### config.mk
export PLATFORM = sky130hd
export DESIGN_NAME = cdc_frame_sync
export DESIGN_NICKNAME = d
export VERILOG_FILES = /design/src/rtl/cdc_frame_sync.sv
export SDC_FILE = /design/constraint.sdc
export NUM_CORES = 1
export LEC_CHECK = 0
export CAP_MARGIN = 15
export CORE_MARGIN = 3
export CORE_UTILIZATION = 45
export DETAILED_ROUTE_END_ITERATION = 6
export PLACE_DENSITY = 0.71
export SYNTH_ARGS = -nofsm -noshare
export SYNTH_HDL_FRONTEND = slang
export SYNTH_SLANG_ARGS = --single-unit
export TNS_END_PERCENT = 10
### constraint.sdc
create_clock -name clk_b -period 2.8 [get_ports clk_b]
set_input_delay 0.28 -clock clk_b [delete_from_list [all_inputs] [get_ports clk_b]]
set_output_delay 0.28 -clock clk_b [all_outputs]
set_load 0.02 [all_outputs]
### src/rtl/cdc_frame_sync.sv
// Frame synchroniser on the CDC FIFO egress: hunts for SYNC_WORD at a fixed frame
// period, locks after LOCK_CNT good syncs and forwards aligned frames with sof/eof.
module cdc_frame_sync #(
  parameter int               WIDTH      = 8,
  parameter int               FRAME_LEN  = 16,
  parameter logic [WIDTH-1:0] SYNC_WORD  = 8'h47,
  parameter int               LOCK_CNT   = 3,
  parameter int               UNLOCK_CNT = 2
) (
  input  logic             clk_b,
  input  logic             rst,
  input  logic             data_valid_b,
  input  logic [WIDTH-1:0] data_b,
  output logic             valid_out,
  output logic [WIDTH-1:0] data_out,
  output logic             sof_out,
  output logic             eof_out,
  output logic             locked,
  output logic [15:0]      sync_err_cnt
);

  localparam int PW = (FRAME_LEN > 2) ? $clog2(FRAME_LEN) : 1;
  localparam int GW = $clog2(LOCK_CNT + 1);
  localparam int MW = $clog2(UNLOCK_CNT + 1);

  localparam logic [PW-1:0] POS_LAST    = PW'(FRAME_LEN - 1);
  localparam logic [GW-1:0] GOOD_TARGET = GW'(LOCK_CNT);
  localparam logic [MW-1:0] MISS_TARGET = MW'(UNLOCK_CNT);

  typedef enum logic [1:0] {
    HUNT   = 2'd0,
    VERIFY = 2'd1,
    LOCK   = 2'd2
  } state_t;

  state_t          state, state_next;
  logic [PW-1:0]   pos, pos_next;
  logic [GW-1:0]   good_cnt, good_next, good_inc;
  logic [MW-1:0]   miss_cnt, miss_next, miss_inc;
  logic [15:0]     err_next;
  logic            emit, sof_next, eof_next;
  logic            is_sync, boundary;

  assign is_sync  = (data_b == SYNC_WORD);
  assign boundary = (pos == '0);
  assign good_inc = good_cnt + GW'(1);
  assign miss_inc = miss_cnt + MW'(1);

  always_ff @(posedge clk_b) begin
    if (rst) begin
      state        <= HUNT;
      pos          <= '0;
      good_cnt     <= '0;
      miss_cnt     <= '0;
      valid_out    <= 1'b0;
      data_out     <= '0;
      sof_out      <= 1'b0;
      eof_out      <= 1'b0;
      locked       <= 1'b0;
      sync_err_cnt <= '0;
    end else begin
      state        <= state_next;
      pos          <= pos_next;
      good_cnt     <= good_next;
      miss_cnt     <= miss_next;
      valid_out    <= emit;
      sof_out      <= sof_next;
      eof_out      <= eof_next;
      locked       <= (state_next == LOCK);
      sync_err_cnt <= err_next;
      if (emit) begin
        data_out <= data_b;
      end
    end
  end

  // Nothing moves on idle cycles; every decision is taken on an accepted word.
  always_comb begin
    state_next = state;
    pos_next   = pos;
    good_next  = good_cnt;
    miss_next  = miss_cnt;
    err_next   = sync_err_cnt;
    emit       = 1'b0;
    sof_next   = 1'b0;
    eof_next   = 1'b0;

    if (data_valid_b) begin
      pos_next = (pos == POS_LAST) ? '0 : pos + PW'(1);
      case (state)
        HUNT: begin
          if (is_sync) begin
            pos_next  = PW'(1);
            good_next = GW'(1);
            if (LOCK_CNT == 1) begin
              state_next = LOCK;
              miss_next  = '0;
              emit       = 1'b1;
              sof_next   = 1'b1;
            end else begin
              state_next = VERIFY;
            end
          end
        end
        VERIFY: begin
          if (boundary) begin
            if (is_sync) begin
              good_next = good_inc;
              if (good_inc == GOOD_TARGET) begin
                state_next = LOCK;
                miss_next  = '0;
                emit       = 1'b1;
                sof_next   = 1'b1;
              end
            end else begin
              state_next = HUNT;
            end
          end
        end
        LOCK: begin
          emit     = 1'b1;
          sof_next = boundary;
          eof_next = (pos == POS_LAST);
          if (boundary) begin
            if (is_sync) begin
              miss_next = '0;
            end else begin
              miss_next = miss_inc;
              if (sync_err_cnt != 16'hFFFF) begin
                err_next = sync_err_cnt + 16'd1;
              end
              // Losing lock swallows the miss word so no truncated frame escapes.
              if (miss_inc == MISS_TARGET) begin
                state_next = HUNT;
                emit       = 1'b0;
                sof_next   = 1'b0;
              end
            end
          end
        end
        default: begin
          state_next = HUNT;
        end
      endcase
    end
  end

endmodule

After elaboration in Yosys (flattened, before gate mapping)

Index checks and enable logic that the tools add are counted.

Flip-flop bits (word level): 38
Bits of input ports: 11
Output and inout bits: 28
Logic and storage cells: 71

Add/sub/neg operators: 4
Equal/unequal tests: 13
Mux-type cells: 32
Bitwise gates (word level): 3
Reductions and logical operators: 9

Operator list:

| operator                | count |
|---|---|
| $mux W2                 | 16 |
| $add A16 B1 Y16 const B | 1 |
| $ne A16 B16 Y1 const B  | 1 |
| $mux W4                 | 3 |
| $ne A2 B2 Y1 const B    | 5 |
| $reduce_and A5 Y1       | 2 |
| $eq A2 B2 Y1 const B    | 4 |
| $eq A8 B7 Y1 const B    | 1 |
| $mux W1                 | 8 |
| $pmux W2 S2             | 2 |
| $pmux W2 S3             | 1 |
| $reduce_and A6 Y1       | 1 |
| $add A2 B1 Y2 const B   | 2 |
| $add A4 B1 Y4 const B   | 1 |
| $eq A4 B4 Y1 const B    | 1 |
| $logic_not A4 Y1        | 1 |
| $pmux W1 S2             | 2 |
| $reduce_bool A2 Y1      | 2 |
| $not A1 Y1              | 3 |
| $reduce_or A3 Y1        | 1 |
| $eq A2 B1 Y1 const B    | 1 |
| $logic_not A2 Y1        | 1 |
| $reduce_or A2 Y1        | 1 |

Longest topological paths before layout

Gate-level depths: netlist of the first run.

Depth after elaboration: 8
Mapped depth: 8
Gate-level depth less buffers: 7

Worst setup path after synthesis of the first run

OpenSTA, ideal clock, no wires.

Path type: flip-flop to flip-flop
Start: register pos[0]
End: register sync_err_cnt[11]
Setup time: 0.128 ns
Arrival time: 1.737 ns
Required time: 2.672 ns
Path slack: 0.936 ns
Cell stages (with the launch flop): 9
Path buffers: 1
Period minus slack after synthesis: 1.864 ns
Cells stage by stage: dfxtp_1 inv_1 ha_1 nor3b_4 o2111ai_2 buf_4 a2111oi_1 xnor2_1 nor2_1

Cells in the longest elaborated chain, start to end: 2

RTL lines:

| what                        | RTL line | text |
|---|---|---|
| start, declared             | 37       | `logic [PW-1:0] pos, pos_next;` |
| start signal, assigned      | 63       | `pos <= pos_next;` |
| $logic_not A4 Y1            | 45       | `assign boundary = (pos == '0);` |
| $reduce_and A5 Y1 (no line) | n/a      |  |
| end signal, assigned        | 70       | `sync_err_cnt <= err_next;` |
| end, declared               | 19       | `output logic [15:0] sync_err_cnt` |

No other way between the ends.
A chain may end at the register's enable or synchronous reset.

Worst setup path in the final report of the first run

Start: register pos[0]
End: register data_out[7]

Cells in the longest elaborated chain, start to end: 4
Elaborated cells on any way between the ends: 5
Those cells by class: mux (4); reduce/logical (1)

RTL lines:

| what                       | RTL line | text |
|---|---|---|
| $logic_not A4 Y1 (*)       | 45       |  |
| $mux W1 (on tied branches) | 124, 106 |  |
| $pmux W1 S2 (*)            | 90       | `case (state)` |
| $mux W1 (*)                | 88       | `if (data_valid_b) begin` |
| end signal, assigned       | 72       | `data_out <= data_b;` |
| end, declared              | 15       | `output logic [WIDTH-1:0] data_out,` |

Mark *: on every way between the ends. The rest lies on a longest branch, timed or not.

==> run_results.csv, run 1 <==
group,metric,value,unit
hold_path,min-delay-start,"miss_cnt[1]",
critical_path,worst-endpoint-arrival,2590,ps
global_routing,grt_pass1_wl,7190,microns
synth,ys_ff_latch,38,
timing,layout_min_cycle_time,2420,ps
synth,asr_flop_ratio_synth,0,
hold_path,min_path_type,"reg -> reg",
clocking,clock_latency,290,ps
clocking,cts_resized,0,
synth,synthDistinctLibCells,48,
run_status,status,"finished clean",
critical_path,critPathLaunchType,"register",
hold_path,min_path_cells,2,
synth,portion_of_synthesized_cell_area_occupied_by_the_leading_cell_type,0.388,
critical_path,critPathMaxFanout,9,
timing,timing.final.crit_share,0.864,
synth,synth.yosys.warnings,0,
synth,synthDominantAreaCellType,"sky130_fd_sc_hd__dfxtp_1",
global_routing,grt.overflow.total,0,
die,die-area,0.00518,sq mm
hold_path,hold-path-endpoint,"miss_cnt[1]",
global_routing,first_global_vias,1569,
clocking,tritoncts,"done",
power_and_ir_drop,total_power,1.18,mW
synth,synth_top_cells_by_area,"sky130_fd_sc_hd__dfxtp_1 (39%), sky130_fd_sc_hd__nor2_1 (5.9%), sky130_fd_sc_hd__ha_1 (5.8%), sky130_fd_sc_hd__mux2i_1 (5.6%), sky130_fd_sc_hd__xnor2_1 (4.9%)",
timing,setup_viol,0,
timing,finalSetupTns,0,ps
critical_path,r2r_cells,7,
power_and_ir_drop,vdd_ir_drop_max,287,uV
clocking,cts_setup_buffers,0,
critical_path,timing.rr.end,"data_out[7]",
synth,synth.net_count,239,
timing,fin_worst_skew,3.74,ps
timing,rsz0062_at_grt,"false",
clocking,hold_buffers,0,
synth,synth.top_cells.by_count,"sky130_fd_sc_hd__dfxtp_1 (38), sky130_fd_sc_hd__nor2_1 (31), sky130_fd_sc_hd__nand2_1 (13)",
die,top_level_ports,39,
clocking,tritoncts_num_sinks,38,
finish,final_layout_size_suffix_gt1_frac,0.0849,
critical_path,path_class,"reg -> reg",
critical_path,ff2ff_setup_slack,380,ps
synth,ys_dominant_reg_cell,"sky130_fd_sc_hd__dfxtp_1",
global_routing,grt_max_degree,31,
clocking,clk_transition_reported_paths,80,ps
critical_path,critical_path.reg2reg.startpoint,"pos[0]",
clocking,ctsLongestPathBuffers,2,
routing,routed_wire_length_per_instance,13.7,microns
finish,finalNetCount,278,
place,place_ws,217,ps
synth,synthMostInstantiatedCell,"sky130_fd_sc_hd__dfxtp_1",
place,dp.final_hpwl,2990,microns
die,starting_density_of_the_core,0.479,
global_routing,grt.total_usage,0.174,
clocking,numCtsBuffers,5,
routing,routed_wl,4220,microns
finish,number_of_antenna_diodes,0,
routing,ant_nets,0,
synth,synth_edf_count,0,
routing,drtIter0Drc,78,
die,rows,23,
power_and_ir_drop,powerDensity,469,mW/mm^2
routing,routed_via_density,5.57,
timing,max_slew_violation_count,0,
synth,syn-cell-area,0.00196,sq mm
routing,drcViolationCount,0,
die,floorplan.die.width,72.0,microns
place,port_buffers,38,
critical_path,cp.required,2980,ps
synth,synth_seq_area_share,0.388,
critical_path,worst_setup_path_end_kind,"register",
finish,fin_util,0.614,
die,floorplan.die.height,72.0,microns
timing,relSlewSlack,0.287,
die,core_area,0.00409,sq mm
power_and_ir_drop,total_leakage_power,0.910,nW
routing,detail_route.first_pass.iterations,4,
routing,num_vias,1720,
clocking,cts_root_buffer,"sky130_fd_sc_hd__clkbuf_8",
synth,post_synth.cell_area_avg,8.94,sq um
timing,max_freq,0.413,GHz
run,cap_viol_max_count,0,
timing,number_of_failing_hold_endpoints_at_the_final_stage,0,
timing,timing.final.ws_setup,381,ps
timing,worstMarginPinSlew,1070,ps
finish,areaGrowthSynthToFinish,28.2,%
clocking,htreeDepth,2,
synth,synthCells,219,
global_routing,grt_antenna_before_repair,0,
place,placer_congestion,0.758,
[logic make-up after synthesis]
family | share of synthesized area
xor+xnor | 0.0492
compound gates | 0.153
fa+ha+maj | 0.0575
simple gates | 0.236
flops | 0.388
buf+inv | 0.0594
mux | 0.0562
[report_power, final]
group / switching, mW / internal (mW) / leakage (nW)
logic: 0.0324 / 0.0265 / 0.532
registers: 0.00253 / 0.542 / 0.306
clock network: 0.194 / 0.380 / 0.0714
total: 0.229 / 0.949 / 0.910
[area by class of cell]
cell class	instances	area, sq um
fill	370	1580
timing repair buffer	43	418
inverter	12	45.0
multi-input combinational	158	1080
sequential	38	761
clock inverter	2	60.1
tap	50	62.6
clock buffer	6	82.6
[per-stage QoR]
step                      cell area [sq um]  hold WS [ps]  std cells
after floorplan                        1960           424        219
after global placement                 2370           448        301
after detailed placement               2370           460        301
after CTS                              2510           470        309
after global routing                   2510           511        309
final                                  2510           466        309
[sequential cells by signal, summed over array words and instances, names as in the netlist]
signal,count
eof_out,1
data_out,8
sync_err_cnt,16
state,2
miss_cnt,2
good_cnt,2
valid_out,1
pos,4
locked,1
sof_out,1
[cells in the final DEF, fill, tap and decap left out, types with 2 or more instances in the layout]
cell                               n
sky130_fd_sc_hd__mux2i_1          11
sky130_fd_sc_hd__a21bo_2           2
sky130_fd_sc_hd__a2111oi_1         3
sky130_fd_sc_hd__buf_4             5
sky130_fd_sc_hd__nor2_1           31
sky130_fd_sc_hd__nand3_1           8
sky130_fd_sc_hd__nand2_1          13
sky130_fd_sc_hd__clkbuf_8          6
sky130_fd_sc_hd__dfxtp_1          38
sky130_fd_sc_hd__ha_1              9
sky130_fd_sc_hd__and3_1            2
sky130_fd_sc_hd__inv_1            12
sky130_fd_sc_hd__nor3_1            5
sky130_fd_sc_hd__nor4_1            6
sky130_fd_sc_hd__nand4_1           3
sky130_fd_sc_hd__a21oi_1           9
sky130_fd_sc_hd__a31oi_1           3
sky130_fd_sc_hd__or3_1             2
sky130_fd_sc_hd__xnor2_1          11
sky130_fd_sc_hd__a211oi_1          3
sky130_fd_sc_hd__and4_1            2
sky130_fd_sc_hd__a22oi_1           2
sky130_fd_sc_hd__nor2b_1           2
sky130_fd_sc_hd__nand3b_1          2
sky130_fd_sc_hd__bufinv_16         2
sky130_fd_sc_hd__o21ai_0           6
sky130_fd_sc_hd__o41ai_1           2
sky130_fd_sc_hd__clkdlybuf4s50_1  38
[per-layer routing]
layer	part of all wire	wire [microns]	up-vias	GRT usage
met5	0	0	-	0
met4	0.021	87	0	0.0731
met3	0.058	244	12	0.0554
met2	0.47	1980	57	0.272
met1	0.45	1910	791	0.222
li1	-	-	860	-
[worst max-delay path by stage]
stage                         start               end  slack (ps)  cells past startpoint
after CTS                    pos[0]       data_out[7]         380                      7
final                        pos[0]       data_out[7]         380                      7
after global routing         pos[0]       data_out[1]         170                      7
after detailed placement  data_b[4]       data_out[7]         220                      6
after global placement    data_b[4]       data_out[2]         280                      6
after floorplan              pos[0]  sync_err_cnt[11]         940                      8
[critical path, stage by stage (launching register included)]
cell,delay (ps)
sky130_fd_sc_hd__dfxtp_1,340
sky130_fd_sc_hd__inv_1,110
sky130_fd_sc_hd__ha_1,180
sky130_fd_sc_hd__nor3b_4,310
sky130_fd_sc_hd__o211ai_1,180
sky130_fd_sc_hd__a22oi_1,850
sky130_fd_sc_hd__mux2i_1,280
sky130_fd_sc_hd__nor2_1,50
Power figures use the tool's default switching activity.
==> run 2, diff against run 1 <==
- CTS_CLUSTER_SIZE: unset -> 16
==> results of run 2 <==
Same layout as run 1: the final DEF is identical, and so are final timing and power.
==> run 3, diff against run 2 <==
- ABC_CLOCK_PERIOD_IN_PS: unset -> 2800
- CORE_UTILIZATION: 45 -> 55
- PLACE_DENSITY: 0.71 -> 0.84
==> run 3 against run 2 <==
Critical path type unchanged. Clock skew rose by 6.0 ps. Largest power group is now registers. Hold slack gained 13 ps. Critical endpoint is now data_out[3]. Die area decreased by 17%. Total power fell by 7.3%.
==> run_results.csv, run 3 (same netlist as run 1, synthesis figures left out) <==
group,metric,value,unit
global_routing,grt.total_usage,0.214,
finish,number_of_antenna_diodes,0,
power_and_ir_drop,vdd_ir_drop_max,298,uV
hold_path,hold-path-endpoint,"miss_cnt[1]",
critical_path,worst-endpoint-arrival,2680,ps
critical_path,ff2ff_setup_slack,360,ps
critical_path,timing.rr.end,"data_out[3]",
clocking,cts_resized,0,
clocking,hold_buffers,0,
timing,fin_worst_skew,9.70,ps
critical_path,r2r_cells,7,
timing,max_slew_violation_count,0,
clocking,htreeDepth,2,
finish,fin_util,0.730,
routing,routed_wl,4150,microns
finish,regMostFlops,"sync_err_cnt",
power_and_ir_drop,total_leakage_power,0.896,nW
place,dp.cells,297,
clocking,ctsLongestPathBuffers,2,
critical_path,path_class,"reg -> reg",
critical_path,cp.required,3040,ps
finish,mostFrequentLayoutCells,"sky130_fd_sc_hd__dfxtp_1 (38), sky130_fd_sc_hd__clkdlybuf4s50_1 (38), sky130_fd_sc_hd__nor2_1 (31)",
power_and_ir_drop,total_power,1.09,mW
critical_path,critPathLaunchType,"register",
finish,areaGrowthSynthToFinish,26.3,%
global_routing,first_global_vias,1603,
clocking,cts_setup_buffers,0,
finish,final_cell_count_no_fill,305,
die,floorplan.die.width,65.7,microns
die,rows,21,
clocking,clock_latency,360,ps
timing,number_of_failing_hold_endpoints_at_the_final_stage,0,
finish,fin_area,0.00247,sq mm
finish,nFillCells,262,
timing,layout_min_cycle_time,2440,ps
die,core_area,0.00339,sq mm
routing,drtIter0Drc,104,
finish,multi_input_area,0.00108,sq mm
place,dp.final_hpwl,3010,microns
clocking,clk_transition_reported_paths,110,ps
die,starting_density_of_the_core,0.578,
place,placer_congestion,0.833,
timing,timing.final.crit_share,0.872,
routing,ant_nets,0,
run_status,status,"finished clean",
die,die-area,0.00431,sq mm
timing,relSlewSlack,0.229,
die,floorplan.die.height,65.7,microns
timing,worstMarginPinSlew,1160,ps
place,place_ws,215,ps
timing,setup_viol,0,
hold_path,min_path_cells,2,
timing,finalSetupTns,0,ps
routing,routed_wire_length_per_instance,13.6,microns
clocking,tritoncts_num_sinks,38,
critical_path,critPathMaxFanout,9,
clocking,numCtsBuffers,5,
timing,holdWs,479,ps
routing,detail_route.first_pass.iterations,4,
clocking,cts_root_buffer,"sky130_fd_sc_hd__clkbuf_4",
global_routing,grt_antenna_before_repair,0,
clocking,tritoncts,"done",
place,port_buffers,38,
finish,final_layout_size_suffix_gt1_frac,0.0849,
timing,rsz0062_at_grt,"false",
hold_path,min-delay-start,"miss_cnt[1]",
die,top_level_ports,39,
run,cap_viol_max_count,0,
routing,drcViolationCount,0,
hold_path,min_path_type,"reg -> reg",
critical_path,worst_setup_path_end_kind,"register",
finish,largest_register_ff_count,16,
place,area_of_placed_instances,0.00236,sq mm
timing,timing.final.ws_setup,358,ps
critical_path,critical_path.reg2reg.startpoint,"pos[0]",
global_routing,grt.overflow.total,0,
timing,max_freq,0.409,GHz
power_and_ir_drop,powerDensity,442,mW/mm^2
global_routing,grt_pass1_wl,7110,microns
finish,top_regs,"sync_err_cnt x16, data_out x8, pos x4",
finish,finalNetCount,278,
routing,routed_via_density,5.65,
routing,num_vias,1722,
finish,final-seq-area,761,sq um
global_routing,grt_max_degree,28,
run 3: cell counts in the layout (fill, tap and decap cells not counted):
Identical to the previous run, type by type.
run 3: final cells by class:
type,count,area share
multi-input cells,158,0.437
well taps,46,0.0233
clock buffers,6,0.0207
clock inverters,2,0.0243
inverters,12,0.0182
repair buffers,43,0.169
flip-flops and latches,38,0.308
run 3: how the worst max path moves through the flow:
stage / startpoint / to / slack (ps) / depth (start not counted)
2_1_floorplan: pos[0] / sync_err_cnt[11] / 940 / 8
4_1_cts: pos[0] / data_out[3] / 370 / 7
3_5_place_dp: data_b[3] / data_out[3] / 210 / 6
3_3_place_gp: data_b[3] / data_out[2] / 320 / 6
5_1_grt: pos[0] / data_out[5] / 190 / 7
6_report: pos[0] / data_out[3] / 360 / 7
run 3: power by group:
group | switching [mW] | internal, mW | total (mW) | leakage (nW)
Clock | 0.187 | 0.302 | 0.490 | 0.0585
Combinational | 0.0300 | 0.0268 | 0.0568 | 0.531
Sequential | 0.00291 | 0.543 | 0.546 | 0.306
run 3: worst max-delay path: stages (launching register included):
cell and delay (ps):
sky130_fd_sc_hd__dfxtp_1 360, sky130_fd_sc_hd__inv_1 110, sky130_fd_sc_hd__ha_1 170, sky130_fd_sc_hd__nor3b_4 270, sky130_fd_sc_hd__o211ai_1 170, sky130_fd_sc_hd__a22oi_1 900
sky130_fd_sc_hd__mux2i_1 290, sky130_fd_sc_hd__nor2_1 60
run 3: layer usage:
| layer | wire (microns) | track usage | up-vias |
|---|---|---|---|
| met1 | 2090 | 0.298 | 804 |
| met5 | 0 | 0 | - |
| li1 | - | - | 867 |
| met4 | 95 | 0.117 | 0 |
| met3 | 157 | 0.0427 | 7 |
| met2 | 1810 | 0.307 | 44 |
